===== src/rtl/demux_lane_scheduler_pkg.sv =====
`default_nettype none
// ============================================================================
// Module   : demux_lane_scheduler_pkg
// Brief    : Shared state encodings, lane indices and default widths.
// Revision : 1.0
// ============================================================================
package demux_lane_scheduler_pkg;

  typedef enum logic [1:0] {
    ST_IDLE   = 2'b00,
    ST_ACTIVE = 2'b01,
    ST_STALL  = 2'b10
  } state_e;

  localparam logic LANE0 = 1'b0;
  localparam logic LANE1 = 1'b1;

  localparam int DEFAULT_DATA_W = 8;
  localparam int DEFAULT_CNT_W  = 8;

endpackage
`default_nettype wire


===== src/rtl/demux_lane_scheduler_lane_out_reg.sv =====
`default_nettype none
// ============================================================================
// Module   : lane_out_reg
// Brief    : Per-lane registered output word with valid and load enable.
// Revision : 1.0
// ============================================================================
module lane_out_reg
  import demux_lane_scheduler_pkg::*;
#(
  parameter int DATA_W = DEFAULT_DATA_W
) (
  input  logic              clk_i,
  input  logic              rst_i,
  input  logic              load_i,
  input  logic [DATA_W-1:0] data_i,
  output logic              valid_o,
  output logic [DATA_W-1:0] data_o
);

  logic              valid_q;
  logic [DATA_W-1:0] data_q;

  // Data holds its last value when the lane is not loaded.
  always_ff @(posedge clk_i) begin
    if (rst_i) begin
      valid_q <= 1'b0;
      data_q  <= '0;
    end else begin
      valid_q <= load_i;
      if (load_i) begin
        data_q <= data_i;
      end
    end
  end

  assign valid_o = valid_q;
  assign data_o  = data_q;

endmodule
`default_nettype wire


===== src/rtl/demux_lane_scheduler.sv =====
`default_nettype none
// ============================================================================
// Module   : demux_lane_scheduler
// Brief    : Round-robin 1-to-2 demux with almost-full skip and back-pressure.
// Revision : 1.0
// ============================================================================
module demux_lane_scheduler
  import demux_lane_scheduler_pkg::*;
#(
  parameter int DATA_W  = DEFAULT_DATA_W,
  parameter int CNT_W   = DEFAULT_CNT_W,
  parameter int IDLE_TO = 4
) (
  input  logic              clk_4f,
  input  logic              reset,
  input  logic              valid_in,
  input  logic [DATA_W-1:0] data_in,
  input  logic              almost_full0,
  input  logic              almost_full1,
  output logic              ready_out,
  output logic              validout0,
  output logic              validout1,
  output logic [DATA_W-1:0] dataout0,
  output logic [DATA_W-1:0] dataout1,
  output logic [CNT_W-1:0]  cnt0,
  output logic [CNT_W-1:0]  cnt1,
  output logic [1:0]        state
);

  localparam int ICW = (IDLE_TO < 2) ? 1 : $clog2(IDLE_TO + 1);

  state_e           state_q, state_d;
  logic             ptr_q, ptr_d;
  logic [ICW-1:0]   idle_q, idle_d;
  logic [CNT_W-1:0] cnt0_q, cnt0_d, cnt1_q, cnt1_d;

  logic       w_accept;
  logic       w_ptr_eff;
  logic       w_lane;
  logic [1:0] w_af;

  assign w_af      = {almost_full1, almost_full0};
  assign ready_out = ~(almost_full0 & almost_full1);
  assign w_accept  = valid_in & ready_out;
  // IDLE always steers from lane 0 regardless of the stored pointer.
  assign w_ptr_eff = (state_q == ST_IDLE) ? LANE0 : ptr_q;
  assign w_lane    = w_af[w_ptr_eff] ? ~w_ptr_eff : w_ptr_eff;

  always_comb begin
    state_d = state_q;
    ptr_d   = ptr_q;
    idle_d  = idle_q;
    cnt0_d  = cnt0_q;
    cnt1_d  = cnt1_q;

    case (state_q)
      ST_IDLE: begin
        idle_d = '0;
        ptr_d  = LANE0;
        if (w_accept) begin
          state_d = ST_ACTIVE;
        end else if (valid_in) begin
          state_d = ST_STALL;
        end
      end
      ST_ACTIVE: begin
        if (valid_in) begin
          idle_d = '0;
          if (!ready_out) begin
            state_d = ST_STALL;
          end
        end else if (idle_q == ICW'(IDLE_TO - 1)) begin
          state_d = ST_IDLE;
          ptr_d   = LANE0;
          idle_d  = '0;
        end else begin
          idle_d = idle_q + ICW'(1);
        end
      end
      ST_STALL: begin
        idle_d = '0;
        if (ready_out) begin
          state_d = ST_ACTIVE;
        end
      end
      default: begin
        state_d = ST_IDLE;
        ptr_d   = LANE0;
        idle_d  = '0;
      end
    endcase

    if (w_accept) begin
      ptr_d = ~w_lane;
      if (w_lane == LANE0) begin
        cnt0_d = cnt0_q + CNT_W'(1);
      end else begin
        cnt1_d = cnt1_q + CNT_W'(1);
      end
    end
  end

  always_ff @(posedge clk_4f) begin
    if (reset) begin
      state_q <= ST_IDLE;
      ptr_q   <= LANE0;
      idle_q  <= '0;
      cnt0_q  <= '0;
      cnt1_q  <= '0;
    end else begin
      state_q <= state_d;
      ptr_q   <= ptr_d;
      idle_q  <= idle_d;
      cnt0_q  <= cnt0_d;
      cnt1_q  <= cnt1_d;
    end
  end

  lane_out_reg #(.DATA_W(DATA_W)) u_lane0 (
    .clk_i   (clk_4f),
    .rst_i   (reset),
    .load_i  (w_accept & (w_lane == LANE0)),
    .data_i  (data_in),
    .valid_o (validout0),
    .data_o  (dataout0)
  );

  lane_out_reg #(.DATA_W(DATA_W)) u_lane1 (
    .clk_i   (clk_4f),
    .rst_i   (reset),
    .load_i  (w_accept & (w_lane == LANE1)),
    .data_i  (data_in),
    .valid_o (validout1),
    .data_o  (dataout1)
  );

  assign cnt0  = cnt0_q;
  assign cnt1  = cnt1_q;
  assign state = state_q;

endmodule
`default_nettype wire


===== config.mk =====
export PLATFORM = sky130hd
export DESIGN_NAME = demux_lane_scheduler
export DESIGN_NICKNAME = d
export VERILOG_FILES = /design/src/rtl/demux_lane_scheduler_pkg.sv /design/src/rtl/demux_lane_scheduler_lane_out_reg.sv /design/src/rtl/demux_lane_scheduler.sv
export SDC_FILE = /design/constraint.sdc
export NUM_CORES = 1
export LEC_CHECK = 0
export BUFFER_PORTS_ARGS = -buffer_cell sky130_fd_sc_hd__buf_2
export CAP_MARGIN = 15
export CORE_AREA = 2 2 59 61
export CTS_BUF_LIST = sky130_fd_sc_hd__clkbuf_8 sky130_fd_sc_hd__clkbuf_16
export DETAILED_ROUTE_END_ITERATION = 8
export DIE_AREA = 0 0 61 63
export HOLD_SLACK_MARGIN = 0.08
export PLACE_DENSITY = 0.75
export SETUP_SLACK_MARGIN = 0.3
export SYNTH_ARGS = -nofsm -noshare
export SYNTH_HDL_FRONTEND = slang
export SYNTH_SLANG_ARGS = --single-unit

===== constraint.sdc =====
create_clock -name clk_4f -period 2.4 [get_ports clk_4f]
set_input_delay 0.48 -clock clk_4f [delete_from_list [all_inputs] [get_ports clk_4f]]
set_output_delay 0.48 -clock clk_4f [all_outputs]
set_load 0.02 [all_outputs]

Yosys cells after proc, flatten, opt, wreduce, memory -nomap -nowiden
Index checks and enable logic that the tools add are counted.
{"block": "word_totals", "regBits": 40, "inputBits": 13, "output_inout_bits": 37, "word_cells": 52}
{"block": "op_classes", "n_addsub": 3, "order_cmp": 1, "eq_ne": 10, "muxes": 15, "bitwise_logic": 8, "reduce_logical": 6}
{"operator": "$add A8 B1 Y8 const B", "count": 2}
{"operator": "$ne A3 B3 Y1 const B", "count": 5}
{"operator": "$mux W2", "count": 6}
{"operator": "$mux W1", "count": 7}
{"operator": "$pmux W2 S3", "count": 1}
{"operator": "$and A1 B1 Y1", "count": 4}
{"operator": "$ne A2 B2 Y1 const B", "count": 2}
{"operator": "$not A1 Y1", "count": 4}
{"operator": "$reduce_and A2 Y1", "count": 2}
{"operator": "$reduce_and A4 Y1", "count": 1}
{"operator": "$reduce_or A4 Y1", "count": 1}
{"operator": "$add A3 B1 Y3 const B", "count": 1}
{"operator": "$eq A3 B2 Y1 const B", "count": 1}
{"operator": "$reduce_and A3 Y1", "count": 1}
{"operator": "$eq A2 B1 Y1 const B", "count": 1}
{"operator": "$eq A2 B2 Y1 const B", "count": 1}
{"operator": "$logic_not A2 Y1", "count": 1}
{"operator": "$lt A1 B2 Y1 const B", "count": 1}
{"operator": "$pmux W1 S2", "count": 1}

Logic depth before layout (Yosys ltp)
{"block": "logic_depth", "word_depth": 7, "mapped_depth": 6, "ltp_nobuf": 6}

Hierarchy
A second synthesis with hierarchy kept.
{"block": "unflattened", "hier_cells": 171, "hier_area_um2": 1672.9}
{"mod": "demux_lane_scheduler", "n_inst": 1, "cells_each": 115, "area_each_um2": 1047.3, "seq_area_each_um2": 440.4}
{"mod": "lane_out_reg", "n_inst": 2, "cells_each": 28, "area_each_um2": 312.8, "seq_area_each_um2": 180.2}

Least setup slack after synthesis
OpenSTA, ideal clock, no wires.
{"block": "synth_path", "kind": "reg-to-reg", "startpoint": "reg state_q[0] (netlist: state[0])", "endpoint": "reg cnt1_q[1] (netlist: cnt1[1])", "setup_ps": 128, "arrival_ps": 1280, "required_ps": 2272, "path_slack_ps": 992, "stages_incl_launch_ff": 6, "n_path_buf": 1, "period_less_slack_ps": 1408, "path_cell_list": "dfxtp_1 -> o21a_1 -> o21ai_2 -> buf_6 -> mux2i_1 -> nor2_1"}
{"block": "synth_via", "elab_chain_len": 6, "word_cells_on_any_way": 7, "classes_between": "4 x mux; 1 x bitwise; 2 x reduce/logical"}
{"element": "start: declaration", "line": "demux_lane_scheduler.sv:32", "text": "state_e state_q, state_d;"}
{"element": "start signal: assignment", "line": "demux_lane_scheduler.sv:111", "text": "state_q <= state_d;"}
{"element": "$logic_not A2 Y1 *", "line": "demux_lane_scheduler.sv:46", "text": "assign w_ptr_eff = (state_q == ST_IDLE) ? LANE0 : ptr_q;"}
{"element": "$mux W1 *", "line": "demux_lane_scheduler.sv:46"}
{"element": "$mux W1 (not written as such) (2 in series)", "line": "demux_lane_scheduler.sv:47", "text": "assign w_lane = w_af[w_ptr_eff] ? ~w_ptr_eff : w_ptr_eff;"}
{"element": "$mux W1 *", "line": "demux_lane_scheduler.sv:47"}
{"element": "$reduce_and A2 Y1 (no source line) *"}
{"element": "end signal: assignment", "line": "demux_lane_scheduler.sv:115", "text": "cnt1_q <= cnt1_d;"}
{"element": "end: declaration", "line": "demux_lane_scheduler.sv:35", "text": "logic [CNT_W-1:0] cnt0_q, cnt0_d, cnt1_q, cnt1_d;"}
Every way passes the cells marked *; elsewhere a longest branch is shown, timed or not. The select of a mux whose other input is x is not followed.
A chain may end at the register's enable or synchronous reset.

Worst setup path after layout
{"block": "layout_path", "startpoint": "reg state_q[0] (netlist: state[0])", "endpoint": "reg cnt0_q[4] (netlist: cnt0[4])"}
{"block": "layout_via", "elab_chain_len": 7, "word_cells_on_any_way": 8, "classes_between": "4 x mux; 2 x bitwise; 2 x reduce/logical"}
{"element": "$logic_not A2 Y1 *", "line": "demux_lane_scheduler.sv:46"}
{"element": "$mux W1 *", "line": "demux_lane_scheduler.sv:46"}
{"element": "$mux W1 (not written as such) (2 in series)", "line": "demux_lane_scheduler.sv:47"}
{"element": "$mux W1 *", "line": "demux_lane_scheduler.sv:47"}
{"element": "$not A1 Y1 (no source line) *"}
{"element": "$reduce_and A2 Y1 (no source line) *"}
{"element": "end signal: assignment", "line": "demux_lane_scheduler.sv:114", "text": "cnt0_q <= cnt0_d;"}
{"element": "end: declaration", "line": "demux_lane_scheduler.sv:35"}
Marks and branches as above.

==> summary.md <==
| Metric | Value |
|---|---|
| Net Sw Frac | `24.7%` |
| Drt pass-1 iters | `4` |
| Pins Over Slew Limit | `0` |
| Area grow syn2layout | `24.0%` |
| Most common cell in the netlist | `dfxtp_1` |
| Pwr Density | `686 nW/um^2` |
| Critical path's slowest cell | `o21ai_1` |
| Worst hold path class | `in -> reg` |
| Antenna cell count | `0` |
| Fill cells | `290` |
| Gr ovfl total | `0` |
| Vias in the first global route | `1,225` |
| Final net count | `245` |
| Critical-path maximum fanout | `13` |
| Fin crit period | `1690 ps` |
| Hold EP | `u_lane0.data_o[4]$_SDFFE_PP0P_` |
| CP Capture Type | `register` |
| TritonCTS buffer count | `5` |
| FF-to-FF path depth | `4` |
| Max Clock Skew | `4.17 ps` |
| Worst hold path depth | `3` |
| Mapped Nets | `195` |
| Initial antenna violation count | `0` |
| Largest net degree at the start of global routing | `39` |
| Residual DRC | `0` |
| Yosys reg bits | `40` |
| Die W | `61 um` |
| Max-slew headroom | `44.8%` |
| NetSw | `0.341 mW` |
| Setup slack, reg-to-reg | `710 ps` |
| Post-DP HPWL | `2260 um` |
| LEAKAGE | `0.936 nW` |
| Global-route wire length before repair | `5350 um` |
| Setup Buffers After CTS | `0` |
| Synth cell count leaders | `dfxtp_1 (40), nand2_1 (26), nor2_1 (24), a21oi_1 (18), mux2i_1 (9)` |
| Gr usage total | `18.8%` |
| Sequential power share | `50.5%` |
| PortBufs | `49` |
| Syn_area_per_cell | `9.11 um^2` |
| Starting DRC count in detailed routing | `52` |
| Hold_ws | `421 ps` |
| Synthesized area | `1620 um^2` |
| H-tree depth | `2` |
| Post-CTS Resized | `0` |
| Status | `complete, no violations` |
| Worst Tran Pin Value | `822 ps` |
| Gate power share | `8.6%` |
| Critical path class | `reg -> reg` |
| Fin worst setup slack | `711 ps` |
| Setup TNS | `0 ps` |
| Starting Density | `50.2%` |
| Routability cong. | `0.790` |
| Die Area | `3840 um^2` |
| Post-synth ARST share | `0%` |
| Power share of the clock group | `40.8%` |
| Synth cell types | `31` |
| Worst R2R Start | `state[0]$_SDFFE_PP0P_` |
| CTS tree | `built` |
| Fmax | `0.592 GHz` |
| Via count | `1,360` |
| Largest cells by area after synthesis | `dfxtp_1 (49%), nand2_1 (6.0%), a21oi_1 (5.6%), mux2i_1 (5.6%), nor2_1 (5.6%)` |
| CTS clk-pin slew, worst paths | `80 ps` |
| DR vias/cell | `4.95` |
| Top cell type's share of synthesized area | `49.4%` |
| Int Power | `1.04 mW` |
| # setup viols final | `0` |
| Cells after Synth | `178` |
| Worst path cell trace | `o21ai_2 -> o21ai_1 -> o21ai_0 -> a21oi_1` |
| CP max stage delay | `670 ps` |
| Worst Path Buf+Inv | `0` |
| Final WL | `3200 um` |
| Final period utilization | `70.4%` |
| Routed Antenna Nets | `0` |
| Row cnt | `21` |
| Layout cell share with drive strength beyond 1 | `27.1%` |
| CP arrival | `1920 ps` |
| CTS hold repair buffers | `0` |
| Count of yosys warnings during synthesis | `0` |
| Seq/Total Area, Yosys | `49.4%` |
| Worst EP required | `2630 ps` |
| Worst R2R End | `cnt0[4]$_SDFFE_PP0P_` |
| Core box area | `3230 um^2` |
| Final Hold Fails | `0` |
| Deepest clock path buffer count | `2` |
| Crit start category | `register` |
| Top_reg_cell synth | `dfxtp_1` |
| Clock Sinks | `40` |
| IO Pins | `50` |
| Largest delay share family, worst path | `compound AO/OA/AOI/OAI gates` |
| CTS root buf | `clkbuf_8` |
| Max-cap violations | `0` |
| RSZ-0062 raised after global routing | `no` |
| EDFF count, synth | `0` |
| Worst-Skew Late Latency | `300 ps` |
| Worst hold start | `data_in[4]` |
| Synth area leader | `dfxtp_1` |
| Avg WL per Cell | `11.6 um` |
| Setup WS pre-CTS | `575 ps` |
| Die height | `63 um` |
| Peak supply drop | `0.462 mV` |
layer usage:
layer	global-route usage, %	routed length, um	up-vias
li1	-	-	707
met2	27.6	1440	39
met1	23.5	1470	608
met4	8.70	65	0
met5	0	0	-
met3	8.07	219	6
power groups by stage:
stage | clock [mW] | sequential, mW | combinational, mW
4_1_cts | 0.577 | 0.697 | 0.120
6_report | 0.563 | 0.696 | 0.119
2_1_floorplan | 0 | 0.732 | 0.0561
5_1_grt | 0.607 | 0.699 | 0.131
3_5_place_dp | 0 | 0.712 | 0.120
3_3_place_gp | 0 | 0.711 | 0.119
cell usage in the layout (no fill, tap or decap), types with 2 or more instances in the layout:
cell and count:
mux2i_1 9, and3_1 3, o21ai_0 6, o211ai_1 6, clkbuf_8 5, inv_1 3, nor2_1 24, xor2_1 7
dfxtp_1 40, a21oi_1 18, or3_1 7, ha_1 4, o21ai_2 2, buf_2 49, nand2_1 26, o21a_1 2
worst max path at each step:
stage	start	end	slack [ps]	depth (start not counted)
2_1_floorplan	state[0]$_SDFFE_PP0P_	cnt1[1]$_SDFFE_PP0P_	990	5
3_3_place_gp	valid_in	cnt0[4]$_SDFFE_PP0P_	640	5
3_5_place_dp	valid_in	cnt0[4]$_SDFFE_PP0P_	570	5
4_1_cts	state[0]$_SDFFE_PP0P_	cnt0[4]$_SDFFE_PP0P_	680	4
5_1_grt	state[0]$_SDFFE_PP0P_	cnt0[4]$_SDFFE_PP0P_	510	4
6_report	state[0]$_SDFFE_PP0P_	cnt0[4]$_SDFFE_PP0P_	710	4
cells by family after synthesis:
group	synth area share, %
fa+ha+maj	3.09
simple gates	19.6
xor+xnor	4.32
compound gates	15.1
mux	5.56
buf+inv	2.93
flops	49.4
worst register-to-register path: cells and delay by family, from the launching register on:
kind	cells	cell delay [ps]
DFF	1	440
AOI/OAI and AO/OA	4	1200
cell type report:
type,count,area [um^2],area share (%)
repair buffers,50,253,12.6
clock buffers,5,68.8,3.42
clock inverters,3,46.3,2.30
inverters,3,11.3,0.560
flip-flops and latches,40,801,39.8
multi-input cells,128,773,38.5
well taps,46,57.6,2.86
registers in the layout, summed over array words and instances, names as in the netlist, 2 cells and up:
name,cells
cnt1,8
u_lane1.data_o,8
cnt0,8
idle_q,3
state,2
u_lane0.data_o,8
per-stage QoR:
step	power (mW)	util, %	cell area (um^2)	std cells
after floorplan	0.788	-	1620	178
after global placement	0.830	58.7	1900	267
after detailed placement	0.832	58.7	1900	267
after CTS	1.39	62.2	2010	275
after global routing	1.44	62.2	2010	275
final	1.38	62.2	2010	275
Power figures use the tool's default switching activity.
